`config.mk`:
```
export PLATFORM = sky130hd
export DESIGN_NAME = systolic_sparse_feeder
export DESIGN_NICKNAME = d
export VERILOG_FILES = /design/src/rtl/systolic_sparse_feeder.sv
export SDC_FILE = /design/constraint.sdc
export NUM_CORES = 1
export LEC_CHECK = 0
export CAP_MARGIN = 20
export CORE_MARGIN = 1
export CORE_UTILIZATION = 35
export DETAILED_ROUTE_END_ITERATION = 6
export PLACE_DENSITY = 0.74
export SKIP_LAST_GASP = 1
export SLEW_MARGIN = 20
export SYNTH_ARGS = -nofsm -noshare
export SYNTH_HDL_FRONTEND = slang
export SYNTH_SLANG_ARGS = --single-unit
```
`constraint.sdc`:
```
create_clock -name clk -period 2.77 [get_ports clk]
set_input_delay 0.4155 -clock clk [delete_from_list [all_inputs] [get_ports clk]]
set_output_delay 0.4155 -clock clk [all_outputs]
set_load 0.01 [all_outputs]
```
`src/rtl/systolic_sparse_feeder.sv`:
```
// Feeds the sparse systolic array from the weight/activation buffers: loads the
// weight tile, streams row-skewed activations, flushes, and skips all-zero blocks.
module systolic_sparse_feeder #(
    parameter int N_ROWS  = 8,
    parameter int N_COLS  = 8,
    parameter int DATA_W  = 8,
    parameter int WADDR_W = 10,
    parameter int AADDR_W = 10,
    parameter int KLEN_W  = 8
) (
    input  logic                       clk,
    input  logic                       rst_n,
    input  logic                       desc_valid,
    output logic                       desc_ready,
    input  logic                       desc_zero,
    input  logic [WADDR_W-1:0]         desc_wgt_base,
    input  logic [AADDR_W-1:0]         desc_act_base,
    input  logic [KLEN_W-1:0]          desc_k_len,
    output logic                       wgt_rd_en,
    output logic [WADDR_W-1:0]         wgt_rd_addr,
    input  logic [N_COLS*DATA_W-1:0]   wgt_rd_data,
    output logic                       act_rd_en,
    output logic [AADDR_W-1:0]         act_rd_addr,
    input  logic [N_ROWS*DATA_W-1:0]   act_rd_data,
    output logic                       load_weight,
    output logic                       block_valid,
    output logic [N_ROWS*DATA_W-1:0]   a_out_flat,
    output logic [N_COLS*DATA_W-1:0]   b_out_flat,
    output logic                       blk_done,
    output logic                       busy,
    output logic [15:0]                skip_cnt
);

    typedef enum logic [2:0] {IDLE, WLOAD, ACT, FLUSH, DONE} state_t;

    localparam int CNT_W     = 16;
    localparam int FLUSH_LEN = N_ROWS + N_COLS - 2;

    state_t               state_q, state_d;
    logic [CNT_W-1:0]     cnt_q, cnt_d;
    logic [WADDR_W-1:0]   wgt_base_q, wgt_base_d;
    logic [AADDR_W-1:0]   act_base_q, act_base_d;
    logic [KLEN_W-1:0]    k_len_q, k_len_d;
    logic [15:0]          skip_q, skip_d;
    logic                 load_q, act_vld_q, bv_q;

    // NOTE: every variable driven here gets a default first, so no path can infer a latch.
    always_comb begin
        state_d    = state_q;
        cnt_d      = cnt_q;
        wgt_base_d = wgt_base_q;
        act_base_d = act_base_q;
        k_len_d    = k_len_q;
        skip_d     = skip_q;
        unique case (state_q)
            IDLE: begin
                if (desc_valid) begin
                    cnt_d = '0;
                    if (desc_zero || desc_k_len == '0) begin
                        state_d = DONE;
                        if (skip_q != 16'hFFFF) skip_d = skip_q + 16'd1;
                    end else begin
                        state_d    = WLOAD;
                        wgt_base_d = desc_wgt_base;
                        act_base_d = desc_act_base;
                        k_len_d    = desc_k_len;
                    end
                end
            end
            WLOAD: begin
                cnt_d = cnt_q + CNT_W'(1);
                if (cnt_q == CNT_W'(N_ROWS - 1)) begin
                    state_d = ACT;
                    cnt_d   = '0;
                end
            end
            ACT: begin
                cnt_d = cnt_q + CNT_W'(1);
                if (cnt_q + CNT_W'(1) == CNT_W'(k_len_q)) begin
                    state_d = FLUSH;
                    cnt_d   = '0;
                end
            end
            FLUSH: begin
                cnt_d = cnt_q + CNT_W'(1);
                if (cnt_q == CNT_W'(FLUSH_LEN - 1)) begin
                    state_d = DONE;
                    cnt_d   = '0;
                end
            end
            DONE:    state_d = IDLE;
            default: state_d = IDLE;
        endcase
    end

    always_comb begin
        wgt_rd_en   = (state_q == WLOAD);
        act_rd_en   = (state_q == ACT);
        wgt_rd_addr = wgt_rd_en ? wgt_base_q + WADDR_W'(cnt_q) : '0;
        act_rd_addr = act_rd_en ? act_base_q + AADDR_W'(cnt_q) : '0;
        desc_ready  = (state_q == IDLE);
        busy        = (state_q != IDLE);
        blk_done    = (state_q == DONE);
    end

    // NOTE: sequential state uses non-blocking assignments so all registers update together.
    always_ff @(posedge clk) begin
        if (!rst_n) begin
            state_q    <= IDLE;
            cnt_q      <= '0;
            wgt_base_q <= '0;
            act_base_q <= '0;
            k_len_q    <= '0;
            skip_q     <= '0;
            load_q     <= 1'b0;
            act_vld_q  <= 1'b0;
            bv_q       <= 1'b0;
        end else begin
            state_q    <= state_d;
            cnt_q      <= cnt_d;
            wgt_base_q <= wgt_base_d;
            act_base_q <= act_base_d;
            k_len_q    <= k_len_d;
            skip_q     <= skip_d;
            // Strobes delayed by the one-cycle buffer read latency.
            load_q     <= wgt_rd_en;
            act_vld_q  <= act_rd_en;
            bv_q       <= (state_q == ACT) || (state_q == FLUSH);
        end
    end

    assign load_weight = load_q;
    assign block_valid = bv_q;
    assign skip_cnt    = skip_q;
    assign b_out_flat  = load_q ? wgt_rd_data : '0;

    for (genvar r = 0; r < N_ROWS; r++) begin : g_lane
        logic [DATA_W-1:0] lane_in;
        assign lane_in = act_vld_q ? act_rd_data[r*DATA_W +: DATA_W] : '0;
        if (r == 0) begin : g_direct
            assign a_out_flat[DATA_W-1:0] = lane_in;
        end else begin : g_delay
            logic [DATA_W-1:0] pipe_q [r];
            // NOTE: skew registers are reset so an aborted block leaves no stale data in flight.
            always_ff @(posedge clk) begin
                if (!rst_n) begin
                    for (int d = 0; d < r; d++) pipe_q[d] <= '0;
                end else begin
                    pipe_q[0] <= lane_in;
                    for (int d = 1; d < r; d++) pipe_q[d] <= pipe_q[d-1];
                end
            end
            assign a_out_flat[r*DATA_W +: DATA_W] = pipe_q[r-1];
        end
    end

endmodule

```
Word-level counts from Yosys, hierarchy flattened
Memories as Yosys holds them, arrays and structs flattened.
Cells that the tools add are included.

storage, ports and cells
  register bits after elaboration = 66
  RAM bits = 224
  input bits = 160
  output and inout port bits = 171
  logic and storage cells = 124
  memories kept = 7

memory list
  name                      words  bits a word  rd ports  clocked after memory_dff  wr ports  line  RTL
  g_lane[7].g_delay.pipe_q  7      8            7         0                         7         143   logic [DATA_W-1:0] pipe_q [r];
  g_lane[6].g_delay.pipe_q  6      8            6         0                         6         143
  g_lane[5].g_delay.pipe_q  5      8            5         0                         5         143
  g_lane[4].g_delay.pipe_q  4      8            4         0                         4         143
  g_lane[3].g_delay.pipe_q  3      8            3         0                         3         143
  g_lane[2].g_delay.pipe_q  2      8            2         0                         2         143
  1 more memories           n/a    n/a          n/a       n/a                       n/a       n/a

operators by class
  $add $sub $neg = 4
  eq/ne operators = 12
  muxes and demuxes = 53
  bitwise logic cells = 28
  reduce and logical (&&, ||, !) cells = 11

operators by type and width
  kind                   count
  $mux 8                 36
  $mux 16                4
  $mux 64                1
  $pmux 16 s4            1
  $add 16x1->16 const B  2
  $or 1x1->1             27
  $add 10x10->10         2
  $mux 10                2
  $eq 16x3->1 const B    1
  $eq 16x4->1 const B    1
  $eq 16x8->1            1
  $ne 16x16->1 const B   1
  $mux 3                 5
  $pmux 3 s4             1
  $logic_not 8->1        1
  $reduce_and 4->1       2
  $reduce_or 8->1        1
  $eq 3x2->1 const B     2
  $ne 2x1->1 const B     2
  $ne 2x2->1 const B     2
  $reduce_bool 4->1      1
  $eq 3x1->1 const B     1
  $eq 3x3->1 const B     1
  $logic_not 3->1        1
  other kinds (6)        9

Longest topological paths before layout
  depth after elaboration = 5
  mapped depth = 11
  depth with buffers taken out = 9

Least setup slack after synthesis
OpenSTA, ideal clock, no wires.

  path type = register to output
  from = register cnt_q[1]
  to = output port wgt_rd_addr[9]
  arrival time = 2.141 ns
  required time = 2.355 ns
  setup slack = 0.214 ns
  stages on the path, launching flop included = 10
  path buffers = 0
  path through = dfxtp_1 -> ha_1 -> a21o_1 -> a21oi_1 -> o21bai_1 -> a2111oi_0 -> nor3_1 -> a31oi_1 -> xnor2_1 -> nor2_1

on the way
  word-level cells in the longest chain between the ends = 2

ends and longest elaborated chain
  item                    line  RTL
  start, declared         40    logic [CNT_W-1:0] cnt_q, cnt_d;
  start signal, assigned  120   cnt_q <= cnt_d;
  $add 10x10->10          99    wgt_rd_addr = wgt_rd_en ? wgt_base_q + WADDR_W'(cnt_q) : '0;
  $mux 10                 99
  end, declared           20    output logic [WADDR_W-1:0] wgt_rd_addr,

Every way passes these cells.

Worst setup path in the final report
  from = register cnt_q[0]
  to = output port act_rd_addr[6]

on the way
  word-level cells in the longest chain between the ends = 2

ends and longest elaborated chain
  item            line  RTL
  $add 10x10->10  100   act_rd_addr = act_rd_en ? act_base_q + AADDR_W'(cnt_q) : '0;
  $mux 10         100
  end, declared   23    output logic [AADDR_W-1:0] act_rd_addr,

Every way passes these cells.

==> flow_metrics.tcl <==
set metrics [dict create \
    grt-busiest-layer "met2" \
    fp.dieW_um 177 \
    grt_overflow 0 \
    min_period_ns 3.03 \
    avgSynthCellArea_sq_um 9.79 \
    seqPwrFrac_pct 41.6 \
    rsz0062_at_grt "true" \
    drt_iter0_markers 442 \
    power_density_nw_per_um2 686 \
    area_growth_pct 45.4 \
    num_antenna_cells 0 \
    swShare_pct 26.6 \
    vdd_ir_drop_max_mv 0.407 \
    seq_area_sq_um 5820 \
    drt-total-wl_um 27200 \
    synthCells 1100 \
    clk_latency_ns 0.54 \
    met3_usage_pct 2.61 \
    numCtsBuffers 30 \
    ys_seq_area_share_pct 53.9 \
    hp-class "in -> reg" \
    period_share_pct 110 \
    grt_first_pass_wirelength_um 40700 \
    setup_viol 10 \
    cp_data_arrival_time_ns 2.62 \
    cpMostUsedCell "a21o_1" \
    cp_max_fo 3 \
    internal-power_uw 7890 \
    worst_setup_path_start_kind "flip-flop" \
    synth-edff-count 0 \
    violations "setup timing" \
    maxSlewViolCount 0 \
    fillers 2680 \
    worst_pin_slew_ns 0.872 \
    status "finished, violations left" \
    clockRootBuffer "clkbuf_16" \
    slew_headroom_pct 41.9 \
    grt_pass1_vias 7715 \
    grt_max_degree 165 \
    drive_gt1_share_pct 11.0 \
    core_region_area_sq_um 30000 \
    clk_pin_slew_ns 0.06 \
    worstPathRequired_ns 2.35 \
    synth_area_sq_um 10800 \
    fp.dieArea_sq_um 31500 \
    ys_seq_elements 290 \
    viasPerCell 4.52 \
    p_sw_uw 2850 \
    setup_slack_ns -0.264 \
    gp_congestion 0.882 \
    dp_hpwl_um 18900 \
    cts_sinks 290 \
    hold_violations 0 \
    multiInputGateArea_sq_um 4590 \
    cp_top_family "compound AO/OA/AOI/OAI gates" \
    clock_path_buffers 3 \
    grt_util_met1_pct 22.7 \
    nNetsFinal 1602 \
    p_clk_share_pct 38.0 \
    start_util_pct 35.9 \
    crit_buf_inv 2 \
    critPathCaptureType "output pin" \
    p_leak_uw 0.00654 \
    finalClockSkew_ns 0.00603 \
    synth_ff_type "dfxtp_1" \
    criticalPathCategory "reg -> out" \
    cp_slowest_cell "fa_2" \
    ioPinCount 331 \
    syn_nets 1283 \
    drt-pass1-iter-count 4 \
    num_vias 8284 \
    fmax_mhz 330 \
    cpPeakStageDelay_ns 0.39 \
    ys_warn_count 0 \
    htree_levels 1 \
    ys_types 54 \
    remaining_drc_errors 0 \
    cts_tree "built" \
    die_height_um 177 \
    wl_per_cell_um 14.8 \
    cp_cell_sequence "ha_4, fa_2, a21o_1, a21o_1, a21o_1, a21oi_2, buf_4, xor2_2, nor2_1, buf_2" \
    use_met2_pct 25.3 \
    antenna_found_initial 0 \
    rows 63 \
    drv_cap 0 \
    io_buffers 330 \
    synthArstFlopShare_pct 0 \
    final_util_pct 52.3 \
    antenna_left 0 \
    pwr-share-comb_pct 20.3 \
    fin_tns_setup_ns -1.79 \
    grt_use_total_pct 16.2 \
]
## final cells by class
type / instances / share of cell area [%]
clock inverters: 18 / 1.28
well taps: 390 / 3.12
inverters: 12 / 0.288
multi-input cells: 702 / 29.3
clock buffers: 38 / 5.31
repair buffers: 383 / 23.5
flip-flops and latches: 290 / 37.2
## power by group through the flow
stage               Sequential, uW  Clock, uW  Combinational [uW]
floorplan                     4540          0                 993
global placement              4540          0                2050
detailed placement            4550          0                2070
CTS                           4470       4200                2120
global route                  4490       4360                2360
finish                        4470       4080                2180
## cells in the final DEF (no fill, tap or decap), types with 7 or more instances in the layout
master / Yosys / final
clkdlybuf4s50_1: 0 / 312
dfxtp_1: 290 / 283
and2_1: 263 / 263
nand2_1: 92 / 91
and3_1: 66 / 66
buf_4: 34 / 48
nor2_1: 40 / 39
a21boi_0: 32 / 32
clkbuf_16: 0 / 30
xnor2_1: 26 / 26
xor2_1: 17 / 16
ha_1: 21 / 16
nor3_1: 16 / 15
a21oi_1: 19 / 14
nand3_1: 13 / 13
inv_1: 12 / 12
o21ai_0: 14 / 11
buf_2: 5 / 11
a21o_1: 10 / 10
nand4_1: 7 / 7
## stage by stage
step                instances  hold WS (ns)  power (uW)  instance area [sq um]  setup WS (ns)
floorplan                1100         0.412        5530                  10800          0.214
global placement         1766         0.413        6600                  14400         -0.293
detailed placement       1766         0.417        6620                  14400         -0.339
CTS                      1831         0.138       10800                  15600         -0.254
global route             1833         0.145       11200                  15700         -0.385
finish                   1833         0.167       10700                  15700         -0.264
## synthesized netlist by cell type, types with 4 or more instances
cell	count	area (sq um)
and2_1	263	1650
buf_4	34	255
buf_2	5	25.0
nor3_1	16	80.1
a211o_1	5	43.8
nand4_1	7	43.8
xnor2_1	26	228
mux2i_1	4	40.0
dfxtp_1	290	5810
clkbuf_1	55	206
or2_2	4	25.0
a21oi_1	19	95.1
ha_1	21	263
and3_1	66	413
inv_1	12	45.0
a21o_1	10	75.1
o21ai_0	14	70.1
a21boi_0	32	240
nand2_1	92	345
nor2_1	40	150
nor2b_1	5	31.3
xor2_1	17	149
nand3_1	13	65.1
## worst register-to-register path: cells and delay by family, from the launching register on
kind / cells / cell delay, ns
flip-flops: 1 / 0.40
XOR/XNOR: 1 / 0.14
adder cells (fa/ha/maj): 1 / 0.29
AO/OA/AOI/OAI: 4 / 0.90
AND/OR/NAND/NOR: 2 / 0.36
buffers and inverters: 3 / 0.41
## sequential cells by signal, summed over array words and instances, names as in the netlist
signal / flops
g_lane.g_delay.pipe_q: 224
act_base_q: 10
cnt_q: 16
block_valid: 1
state_q: 3
act_vld_q: 1
k_len_q: 8
wgt_base_q: 10
load_weight: 1
skip_cnt: 16
## final timing paths
path | startpoint | to | slack (ns) | depth (start not counted)
max | cnt_q[0] | act_rd_addr[6] | -0.26 | 10
min | rst_n | cnt_q[13] | 0.17 | 2
max reg2reg | cnt_q[1] | cnt_q[11] | 0.14 | 11
min reg2reg | g_lane[5].g_delay.pipe_q[0][3] | g_lane[5].g_delay.pipe_q[0][11] | 0.43 | 1
## logic make-up (layout without fill, tap and decap cells)
logic type               after synthesis  after routing  share of synthesized area [%]
buffers and inverters                108            451                           5.01
multiplexers                           4              4                          0.372
flip-flops                           290            290                           53.9
adder cells (fa/ha/maj)               23             23                           2.81
AND/OR/NAND/NOR                      526            526                           27.5
XOR/XNOR                              44             44                           3.65
AO/OA/AOI/OAI                        105            105                           6.77
## per-layer routing
layer | wire (um) | part of all wire [%] | vias up
li1 | - | - | 4184
met1 | 12900 | 47 | 3823
met2 | 12200 | 45 | 226
met3 | 1370 | 5.0 | 51
met4 | 728 | 2.7 | 0
met5 | 0 | 0 | -
## timing repair
item | 4_1_cts | 5_1_grt
resized for setup | 80 | 17
buffers inserted | 9 | 2
endpoints found under the hold margin | 0 | 0
gates cloned | 0 | 1
endpoints found under the setup margin | 27 | 26
pin swaps | 23 | 8
hold buffers | 0 | 0
(Power assumes the default switching activity.)
